[src/rtl/miner_pkg.sv]
// miner_pkg: types and widths shared by the golden nonce queue.
package miner_pkg;
  localparam int NONCE_W = 32;
  localparam int DROP_W = 8;
  typedef enum logic [1:0] {IDLE, SEND, WAIT_BUSY, WAIT_DONE} gnq_state_t;
endpackage

[src/rtl/gnq_fifo.sv]
// gnq_fifo: circular nonce buffer; an extra pointer bit separates full from empty.
module gnq_fifo #(
  parameter int DEPTH = 8,
  parameter int W = 32,
  localparam int AW = $clog2(DEPTH)
) (
  input  logic          clk,
  input  logic          rst_n,
  input  logic          push_i,
  input  logic          pop_i,
  input  logic          flush_i,
  input  logic [W-1:0]  din_i,
  output logic [W-1:0]  head_o,
  output logic [AW:0]   count_o,
  output logic          empty_o,
  output logic          accept_o
);
  logic [W-1:0] mem_q [DEPTH];
  logic [AW:0] wptr_q, rptr_q;
  logic rd_en;
  assign count_o = wptr_q - rptr_q;
  assign empty_o = count_o == '0;
  assign rd_en = pop_i && !empty_o;
  // a full queue still takes a push when the head leaves in the same cycle
  assign accept_o = push_i && !flush_i && (!count_o[AW] || rd_en);
  assign head_o = mem_q[rptr_q[AW-1:0]];
  always_ff @(posedge clk or negedge rst_n)
    if (!rst_n) begin
      wptr_q <= '0;
      rptr_q <= '0;
    end else begin
      wptr_q <= wptr_q + (AW+1)'(accept_o);
      rptr_q <= flush_i ? wptr_q : rptr_q + (AW+1)'(rd_en);
    end
  always_ff @(posedge clk)
    if (accept_o) mem_q[wptr_q[AW-1:0]] <= din_i;
endmodule

[src/rtl/golden_nonce_queue.sv]
// golden_nonce_queue: buffers golden nonces and meters them one word at a time
// into the serial transmitter via its send/busy handshake.
module golden_nonce_queue
  import miner_pkg::*;
#(
  parameter int DEPTH = 8,
  parameter int DEDUP = 1,
  parameter int BUSY_TIMEOUT = 4
) (
  input  logic                     clk,
  input  logic                     rst_n,
  input  logic                     nonce_valid,
  input  logic [NONCE_W-1:0]       nonce,
  input  logic                     flush,
  input  logic                     busy,
  output logic                     send,
  output logic [NONCE_W-1:0]       word,
  output logic [$clog2(DEPTH):0]   count,
  output logic [DROP_W-1:0]        drop_count
);
  localparam int TW = $clog2(BUSY_TIMEOUT + 1);
  gnq_state_t state_q, state_d;
  logic [NONCE_W-1:0] word_q, word_d, last_q, last_d, head;
  logic [TW-1:0] tmr_q, tmr_d;
  logic [DROP_W-1:0] drop_q, drop_d;
  logic lvalid_q, lvalid_d, pop, empty, accepted, dup, push_req;
  gnq_fifo #(.DEPTH(DEPTH), .W(NONCE_W)) u_fifo (
    .clk(clk), .rst_n(rst_n), .push_i(push_req), .pop_i(pop), .flush_i(flush),
    .din_i(nonce), .head_o(head), .count_o(count), .empty_o(empty), .accept_o(accepted)
  );
  assign dup = (DEDUP != 0) && lvalid_q && nonce == last_q;
  assign push_req = nonce_valid && !flush && !dup;
  assign send = state_q == SEND;
  assign word = word_q;
  assign drop_count = drop_q;
  always_comb begin
    state_d = state_q;
    word_d = word_q;
    tmr_d = tmr_q;
    pop = 1'b0;
    case (state_q)
      IDLE: if (!empty && !busy) begin
        state_d = SEND;
        word_d = head;
        pop = 1'b1;
      end
      SEND: begin
        state_d = WAIT_BUSY;
        tmr_d = '0;
      end
      // no busy within the timeout: the word is written off, not retried
      WAIT_BUSY: if (busy) state_d = WAIT_DONE;
        else if (tmr_q == TW'(BUSY_TIMEOUT - 1)) state_d = IDLE;
        else tmr_d = tmr_q + 1'b1;
      WAIT_DONE: if (!busy) state_d = IDLE;
      default: state_d = IDLE;
    endcase
  end
  assign drop_d = (push_req && !accepted && drop_q != '1) ? drop_q + 1'b1 : drop_q;
  assign last_d = accepted ? nonce : last_q;
  assign lvalid_d = flush ? 1'b0 : accepted ? 1'b1 : lvalid_q;
  always_ff @(posedge clk or negedge rst_n)
    if (!rst_n) begin
      state_q <= IDLE;
      word_q <= '0;
      tmr_q <= '0;
      drop_q <= '0;
      last_q <= '0;
      lvalid_q <= 1'b0;
    end else begin
      state_q <= state_d;
      word_q <= word_d;
      tmr_q <= tmr_d;
      drop_q <= drop_d;
      last_q <= last_d;
      lvalid_q <= lvalid_d;
    end
endmodule

[config.mk]
export PLATFORM = sky130hd
export DESIGN_NAME = golden_nonce_queue
export DESIGN_NICKNAME = d
export VERILOG_FILES = /design/src/rtl/miner_pkg.sv /design/src/rtl/gnq_fifo.sv /design/src/rtl/golden_nonce_queue.sv
export SDC_FILE = /design/constraint.sdc
export NUM_CORES = 1
export LEC_CHECK = 0
export CAP_MARGIN = 20
export CELL_PAD_IN_SITES_DETAIL_PLACEMENT = 0
export CELL_PAD_IN_SITES_GLOBAL_PLACEMENT = 1
export CORE_UTILIZATION = 35
export DETAILED_ROUTE_END_ITERATION = 16
export PLACE_DENSITY = 0.67
export SLEW_MARGIN = 5
export SYNTH_ARGS = -nofsm -noshare
export SYNTH_HDL_FRONTEND = slang
export SYNTH_SLANG_ARGS = --single-unit
[constraint.sdc]
create_clock -name clk -period 8.8 [get_ports clk]
set_input_delay 1.32 -clock clk [delete_from_list [all_inputs] [get_ports clk]]
set_output_delay 1.32 -clock clk [all_outputs]
set_load 0.01 [all_outputs]
==> results.py, run 1 <==
metrics = {
    "clock_network": {
        "clk-insertion-delay-late_ns": 0.52,
        "cts_num_sinks": 342,
        "cts_tree": "done",
        "clock_tree.htree_level_count": 2,
        "post_cts_hold_buffer_count": 0,
        "ctsRootBufferMaster": "sky130_fd_sc_hd__clkbuf_16",
        "post_cts.resized_instances": 0,
        "tritoncts.num_buffers": 38,
        "postCtsSetupRepairBufs": 0,
        "worst_setup_hold_path_clk_slew_ns": 0.06,
        "ctsLongestPathBuffers": 3,
    },
    "synthesis": {
        "syn-instance-count": 748,
        "synth_sequential_area_ratio": 0.732,
        "synth.ff_latch_count": 342,
        "synth_top_cell_area_share": 0.572,
        "synth-edff-count": 256,
        "post_synth_num_cell_types": 35,
        "post_synth_instance_area_mm2": 0.0135,
        "synth_top_flop_cell": "sky130_fd_sc_hd__edfxtp_1",
        "synth_top_cell_by_area": "sky130_fd_sc_hd__edfxtp_1",
        "post_synth.cell_area_avg_um2": 18.0,
        "postSynthNetCount": 796,
        "ys_async_sr_fraction": 0.251,
        "synth_area_leaders": "sky130_fd_sc_hd__edfxtp_1 57%, sky130_fd_sc_hd__dfrtp_1 16%, sky130_fd_sc_hd__mux4_2 11%, sky130_fd_sc_hd__mux2_2 3.0%, sky130_fd_sc_hd__xnor2_1 2.2%",
        "synth-warning-count": 0,
    },
    "sta": {
        "final_hold_viol_count": 0,
        "maxSlewHeadroom": 0.303,
        "layout_min_cycle_time_ns": 4.25,
        "tightestPinTransition_ns": 1.05,
        "period_share": 0.483,
        "worst_clock_skew_ns": 0.0177,
        "rsz0062_at_grt": "no",
        "f_max_mhz": 235,
        "finalSetupTns_ns": 0,
        "setup_viol_count_final": 0,
        "finalMaxSlewViolations": 0,
    },
    "cells_and_area": {
        "post_route_cells_drive_above_1_share": 0.216,
        "layout.cells.most_common": "sky130_fd_sc_hd__edfxtp_1",
        "fin_nets": 904,
        "post_synthesis_to_final_layout_area_growth_pct": 20.3,
        "mostFrequentLayoutCells": "256 x sky130_fd_sc_hd__edfxtp_1, 84 x sky130_fd_sc_hd__dfrtp_1, 80 x sky130_fd_sc_hd__clkdlybuf4s50_1",
        "antenna_cells": 0,
        "final_cell_count_no_fill": 1397,
    },
    "floorplan": {
        "initial_utilization": 0.356,
        "core_region_area_mm2": 0.0378,
        "num_io_pins": 82,
        "std_cell_rows": 71,
        "floorplan.die_area_mm2": 0.0392,
        "floorplan.die.width_um": 198,
        "die_y_um": 198,
    },
    "min_path": {
        "worstHoldPathType": "flop to flop",
        "worst_hold_startpoint": "tmr_q[2]",
    },
    "worst_setup_path": {
        "timing.critical_path.from": "u_fifo.rptr_q[0]",
        "critical_path.max_fanout": 34,
        "critical_path_arrival_ns": 2.93,
        "critical_path.slowest_cell": "sky130_fd_sc_hd__dfrtp_4",
        "rr_startpoint": "u_fifo.rptr_q[0]",
        "cpPeakStageDelay_ns": 0.88,
        "endpoint_kind": "output pin",
        "cp_data_required_time_ns": 7.48,
        "worst-setup-path-type": "flop to output pin",
        "cell_by_cell_listing_of_the_critical_path": "ha_1 > inv_1 > fa_1 > xor2_1 > clkdlybuf4s50_1",
        "timing.critical_path.from_type": "flop",
    },
    "detailed_routing": {
        "length_of_the_first_detailed_routing_pass_in_iterations": 4,
        "drc": 0,
        "violation_count_after_the_first_detailed_route_iteration": 357,
        "detail_route.wirelength_mm": 28.1,
        "via_count": 6806,
        "detail_route.wl_per_cell_um": 20.1,
        "drt.antenna.violating_nets": 0,
        "route.detailed.vias_per_inst": 4.87,
    },
    "status": {
        "run_status": "finished clean",
    },
    "global_route": {
        "wire_length_of_the_first_global_routing_pass_mm": 43.4,
        "globalRouteOverflowTotal": 0,
        "globalRouteTotalUtil": 0.148,
        "antenna_found_initial": 1,
        "grt_max_degree": 71,
        "first_global_vias": 7105,
    },
    "power": {
        "power_density_mw_per_mm2": 331,
        "total_leakage_power_nw": 5.51,
        "vdd_ir_drop_max_mv": 0.208,
        "totalPowerFinal_mw": 5.37,
    },
    "place": {
        "detailed_place_hpwl_mm": 16.1,
        "io_buffers": 81,
        "place_inst": 1326,
        "routability_cong": 0.726,
    },
    "job": {
        "max_cap_viol_count": 0,
    },
}
[Yosys cell counts (4+ instances only)]
library cell	instances
sky130_fd_sc_hd__inv_1	10
sky130_fd_sc_hd__a31oi_1	33
sky130_fd_sc_hd__o21ai_0	9
sky130_fd_sc_hd__nand2_1	75
sky130_fd_sc_hd__clkbuf_1	18
sky130_fd_sc_hd__dfrtp_1	86
sky130_fd_sc_hd__edfxtp_1	256
sky130_fd_sc_hd__nand3_1	8
sky130_fd_sc_hd__mux2_2	36
sky130_fd_sc_hd__xnor2_1	34
sky130_fd_sc_hd__buf_6	7
sky130_fd_sc_hd__xor2_1	9
sky130_fd_sc_hd__buf_2	9
sky130_fd_sc_hd__ha_1	10
sky130_fd_sc_hd__nand4_1	7
sky130_fd_sc_hd__mux4_2	64
sky130_fd_sc_hd__nand2b_1	5
sky130_fd_sc_hd__nor3_1	9
sky130_fd_sc_hd__nor4_1	4
sky130_fd_sc_hd__nor2_1	37
[through the flow]
stage / instance area, µm² / hold WS, ns / util / setup WS (ns)
6_report: 16200 / 0.489 / 0.429 / 4.55
5_1_grt: 16200 / 0.507 / 0.429 / 4.33
4_1_cts: 16200 / 0.485 / 0.428 / 4.46
3_5_place_dp: 14900 / 0.473 / 0.395 / 4.21
3_3_place_gp: 14900 / 0.471 / 0.395 / 4.30
2_1_floorplan: 13500 / 0.450 / - / 3.00
[report_power, final]
| part | internal [mW] | total, mW | leakage [nW] | switching (mW) |
|---|---|---|---|---|
| Combinational | 0.798 | 1.56 | 1.58 | 0.759 |
| Sequential | 2.03 | 2.24 | 3.31 | 0.215 |
| Clock | 0.944 | 1.56 | 0.613 | 0.620 |
| Total | 3.77 | 5.37 | 5.51 | 1.59 |
[state kept, by name, indices dropped and copies added, names as in the netlist]
register       count
drop_count         8
last_q            32
lvalid_q           1
state_q            2
tmr_q              3
u_fifo.mem_q     256
u_fifo.rptr_q      4
u_fifo.wptr_q      4
word              32
[final timing paths]
check                      slack, ns  depth (start not counted)          endpoint
setup / recovery                4.55                          5          count[2]
hold / removal                  0.49                          2          tmr_q[2]
setup reg to reg                5.26                          9  u_fifo.rptr_q[1]
hold reg to reg                 0.49                          2          tmr_q[2]
max in group asynchronous       7.09                          3        last_q[17]
min in group asynchronous       0.70                          1           word[6]
[worst max-delay path: cells and delay by family (launching register included)]
family | cells | cell delay (ns)
adders and majority gates | 2 | 0.65
buffers and inverters | 2 | 0.63
xor gates and xnor gates | 1 | 0.24
DFF | 1 | 0.88
[cell families after synthesis]
| logic type | synth area share |
|---|---|
| adder cells (fa/ha/maj) | 0.0108 |
| AO/OA/AOI/OAI | 0.0240 |
| flip-flops | 0.732 |
| multiplexers | 0.137 |
| buffers and inverters | 0.0173 |
| AND/OR/NAND/NOR | 0.0511 |
| XOR/XNOR | 0.0280 |
[metal layers]
metal  part of all wire  GRT usage  vias up
li1                   -          -     3112
met1               0.47      0.209     3526
met2               0.47      0.240      128
met3              0.048     0.0247       38
met4              0.015     0.0359        2
met5            0.00046          0        -
[area by class of cell]
class	instances	area (µm²)
fillers	3359	21600
flip-flops and latches	342	9840
multi-input cells	361	3420
clock buffers	55	1080
repair buffers	103	993
well taps	511	639
clock inverters	15	170
inverters	10	37.5
No activity file was read; power rests on OpenSTA's default activity.
==> inputs of run 2 (changes only) <==
Settings changed: PLACE_DENSITY 0.67 to 0.69.
Clock period 8.8 ns to 3.45 ns, I/O delays scaled along.
==> run 2 against run 1 <==
Routed wire length rose by 3.1%. Cell area rose by 3.5%. Register-to-register slack got worse by 4.5 ns. Die area did not move. Total power rose to 2.7 times the previous value. Largest power group unchanged.
==> results.py, run 2 (synthesis gave the netlist of run 1 again) <==
metrics = {
    "status": {
        "run_status": "finished clean",
    },
    "cells_and_area": {
        "largest_register_ffs": 256,
        "antenna_cells": 0,
        "post_synthesis_to_final_layout_area_growth_pct": 24.5,
        "mostFrequentLayoutCells": "256 x sky130_fd_sc_hd__edfxtp_1, 83 x sky130_fd_sc_hd__dfrtp_1, 80 x sky130_fd_sc_hd__clkdlybuf4s50_1",
        "post_route_cells_drive_above_1_share": 0.264,
        "fin_nets": 952,
        "layout.cells.most_common": "sky130_fd_sc_hd__edfxtp_1",
    },
    "worst_setup_path": {
        "cpLargestDelayFamily": "buffers and inverters",
        "reg2reg_depth": 10,
        "cp_data_required_time_ns": 2.93,
        "ff2ff_setup_slack_ns": 0.73,
        "critical_path_arrival_ns": 2.42,
        "endpoint_kind": "output pin",
        "worst-setup-path-type": "flop to output pin",
        "worst_path_buffer_plus_inverter_count": 3,
        "timing.critical_path.from_type": "flop",
        "critical_path.slowest_cell": "sky130_fd_sc_hd__clkdlybuf4s50_1",
        "critical_path.max_fanout": 2,
        "cpPeakStageDelay_ns": 0.58,
        "cpMostUsedCell": "sky130_fd_sc_hd__inv_1",
        "cp.depth": 6,
        "rr_startpoint": "u_fifo.rptr_q[2]",
        "cell_by_cell_listing_of_the_critical_path": "inv_1 > ha_1 > inv_1 > fa_1 > xor2_1 > clkdlybuf4s50_1",
        "worst_r2r_endpoint": "u_fifo.mem_q[7][11]",
    },
    "floorplan": {
        "initial_utilization": 0.356,
        "floorplan.die_area_mm2": 0.0392,
        "std_cell_rows": 71,
        "floorplan.die.width_um": 198,
        "die_y_um": 198,
        "num_io_pins": 82,
        "core_region_area_mm2": 0.0378,
    },
    "job": {
        "max_cap_viol_count": 0,
    },
    "power": {
        "total_leakage_power_nw": 5.84,
        "power_density_mw_per_mm2": 850,
        "power.sequential.fraction": 0.389,
        "totalPowerFinal_mw": 14.2,
        "p_int_mw": 10.1,
        "clockPowerShare": 0.303,
        "total_switching_power_mw": 4.18,
        "sw_frac_of_total": 0.293,
        "power_frac_comb": 0.308,
        "vdd_ir_drop_max_mv": 0.386,
    },
    "sta": {
        "tightestPinTransition_ns": 0.947,
        "setup_viol_count_final": 0,
        "worst_clock_skew_ns": 0.0188,
        "finalMaxSlewViolations": 0,
        "final_hold_viol_count": 0,
        "layout_min_cycle_time_ns": 2.94,
        "period_share": 0.852,
        "f_max_mhz": 340,
        "maxSlewHeadroom": 0.368,
        "rsz0062_at_grt": "no",
        "finalSetupTns_ns": 0,
    },
    "detailed_routing": {
        "topRoutingLayerUsed": "met4",
        "violation_count_after_the_first_detailed_route_iteration": 438,
        "length_of_the_first_detailed_routing_pass_in_iterations": 5,
        "detail_route.wirelength.met1_mm": 13.2,
        "detail_route.wl_per_cell_um": 20.0,
        "route.detailed.vias_per_inst": 4.85,
        "via_count": 7016,
        "drt.antenna.violating_nets": 0,
        "drc": 0,
        "detail_route.wirelength_mm": 29.0,
        "dr_wl_met2_mm": 13.9,
        "met3_length_mm": 1.42,
    },
    "global_route": {
        "globalRouteOverflowTotal": 0,
        "grt_max_degree": 66,
        "wire_length_of_the_first_global_routing_pass_mm": 44.7,
        "antenna_found_initial": 0,
        "globalRouteTotalUtil": 0.154,
        "first_global_vias": 7313,
    },
    "place": {
        "io_buffers": 81,
        "detailed_place_hpwl_mm": 17.6,
        "routability_cong": 0.746,
    },
    "min_path": {
        "worstHoldPathType": "primary input to asynchronous set/reset pin",
    },
    "clock_network": {
        "worst_setup_hold_path_clk_slew_ns": 0.06,
        "tritoncts.num_buffers": 39,
        "clock_tree.htree_level_count": 2,
        "cts_num_sinks": 342,
        "clk-insertion-delay-late_ns": 0.53,
        "post_cts.resized_instances": 0,
        "ctsLongestPathBuffers": 3,
        "postCtsSetupRepairBufs": 0,
        "ctsRootBufferMaster": "sky130_fd_sc_hd__clkbuf_16",
        "post_cts_hold_buffer_count": 0,
        "cts_tree": "done",
    },
}
-- run 2: layout make-up --
class                           count  area [µm²]
Clock buffer                       54        1110
Clock inverter                     18         258
Fill cell                        3284       21000
Inverter                           10        37.5
Multi-Input combinational cell    361        3480
Sequential cell                   342        9850
Tap cell                          511         639
Timing Repair Buffer              150        1370
-- run 2: stage by stage --
step	utilization	instances	hold WS (ns)	worst slack, ns	cell area, µm²
2_1_floorplan	-	748	0.222	0.0152	13600
3_3_place_gp	0.406	1372	0.468	0.0795	15300
3_5_place_dp	0.406	1372	0.475	0.0786	15300
4_1_cts	0.443	1444	0.155	0.409	16700
5_1_grt	0.444	1446	0.198	0.396	16700
6_report	0.444	1446	0.113	0.511	16700
-- run 2: routing by layer --
metal	up-vias	GRT usage
li1	3214	-
met1	3591	0.216
met2	169	0.249
met3	42	0.0274
met4	0	0.0413
met5	-	0
-- run 2: power groups by stage --
stage | Sequential [mW] | Clock, mW | Combinational [mW]
after floorplan | 5.67 | 0 | 2.82
final | 5.54 | 4.31 | 4.39
after global routing | 5.63 | 4.57 | 4.82
after global placement | 5.61 | 0 | 4.43
after detailed placement | 5.63 | 0 | 4.48
after CTS | 5.56 | 4.40 | 4.49
-- run 2: worst reg2reg max path, stage by stage (launching register included) --
cell	delay, ns
sky130_fd_sc_hd__dfrtp_1	0.34
sky130_fd_sc_hd__inv_1	0.06
sky130_fd_sc_hd__ha_1	0.33
sky130_fd_sc_hd__a21oi_1	0.20
sky130_fd_sc_hd__and3_1	0.20
sky130_fd_sc_hd__nor2_1	0.06
sky130_fd_sc_hd__nand2_1	0.15
sky130_fd_sc_hd__nand3_4	0.13
sky130_fd_sc_hd__nor3_4	0.50
sky130_fd_sc_hd__buf_8	0.24
sky130_fd_sc_hd__buf_4	0.21
-- run 2: worst max-delay path by stage --
stage / from / end / slack [ns]
after detailed placement: nonce[17] / u_fifo.mem_q[2][0] / 0.08
after global placement: nonce[17] / u_fifo.mem_q[4][6] / 0.08
final: u_fifo.wptr_q[0] / count[2] / 0.51
after floorplan: u_fifo.rptr_q[2] / u_fifo.mem_q[0][0] / 0.02
after CTS: u_fifo.rptr_q[2] / u_fifo.mem_q[7][11] / 0.41
after global routing: u_fifo.wptr_q[0] / count[2] / 0.40
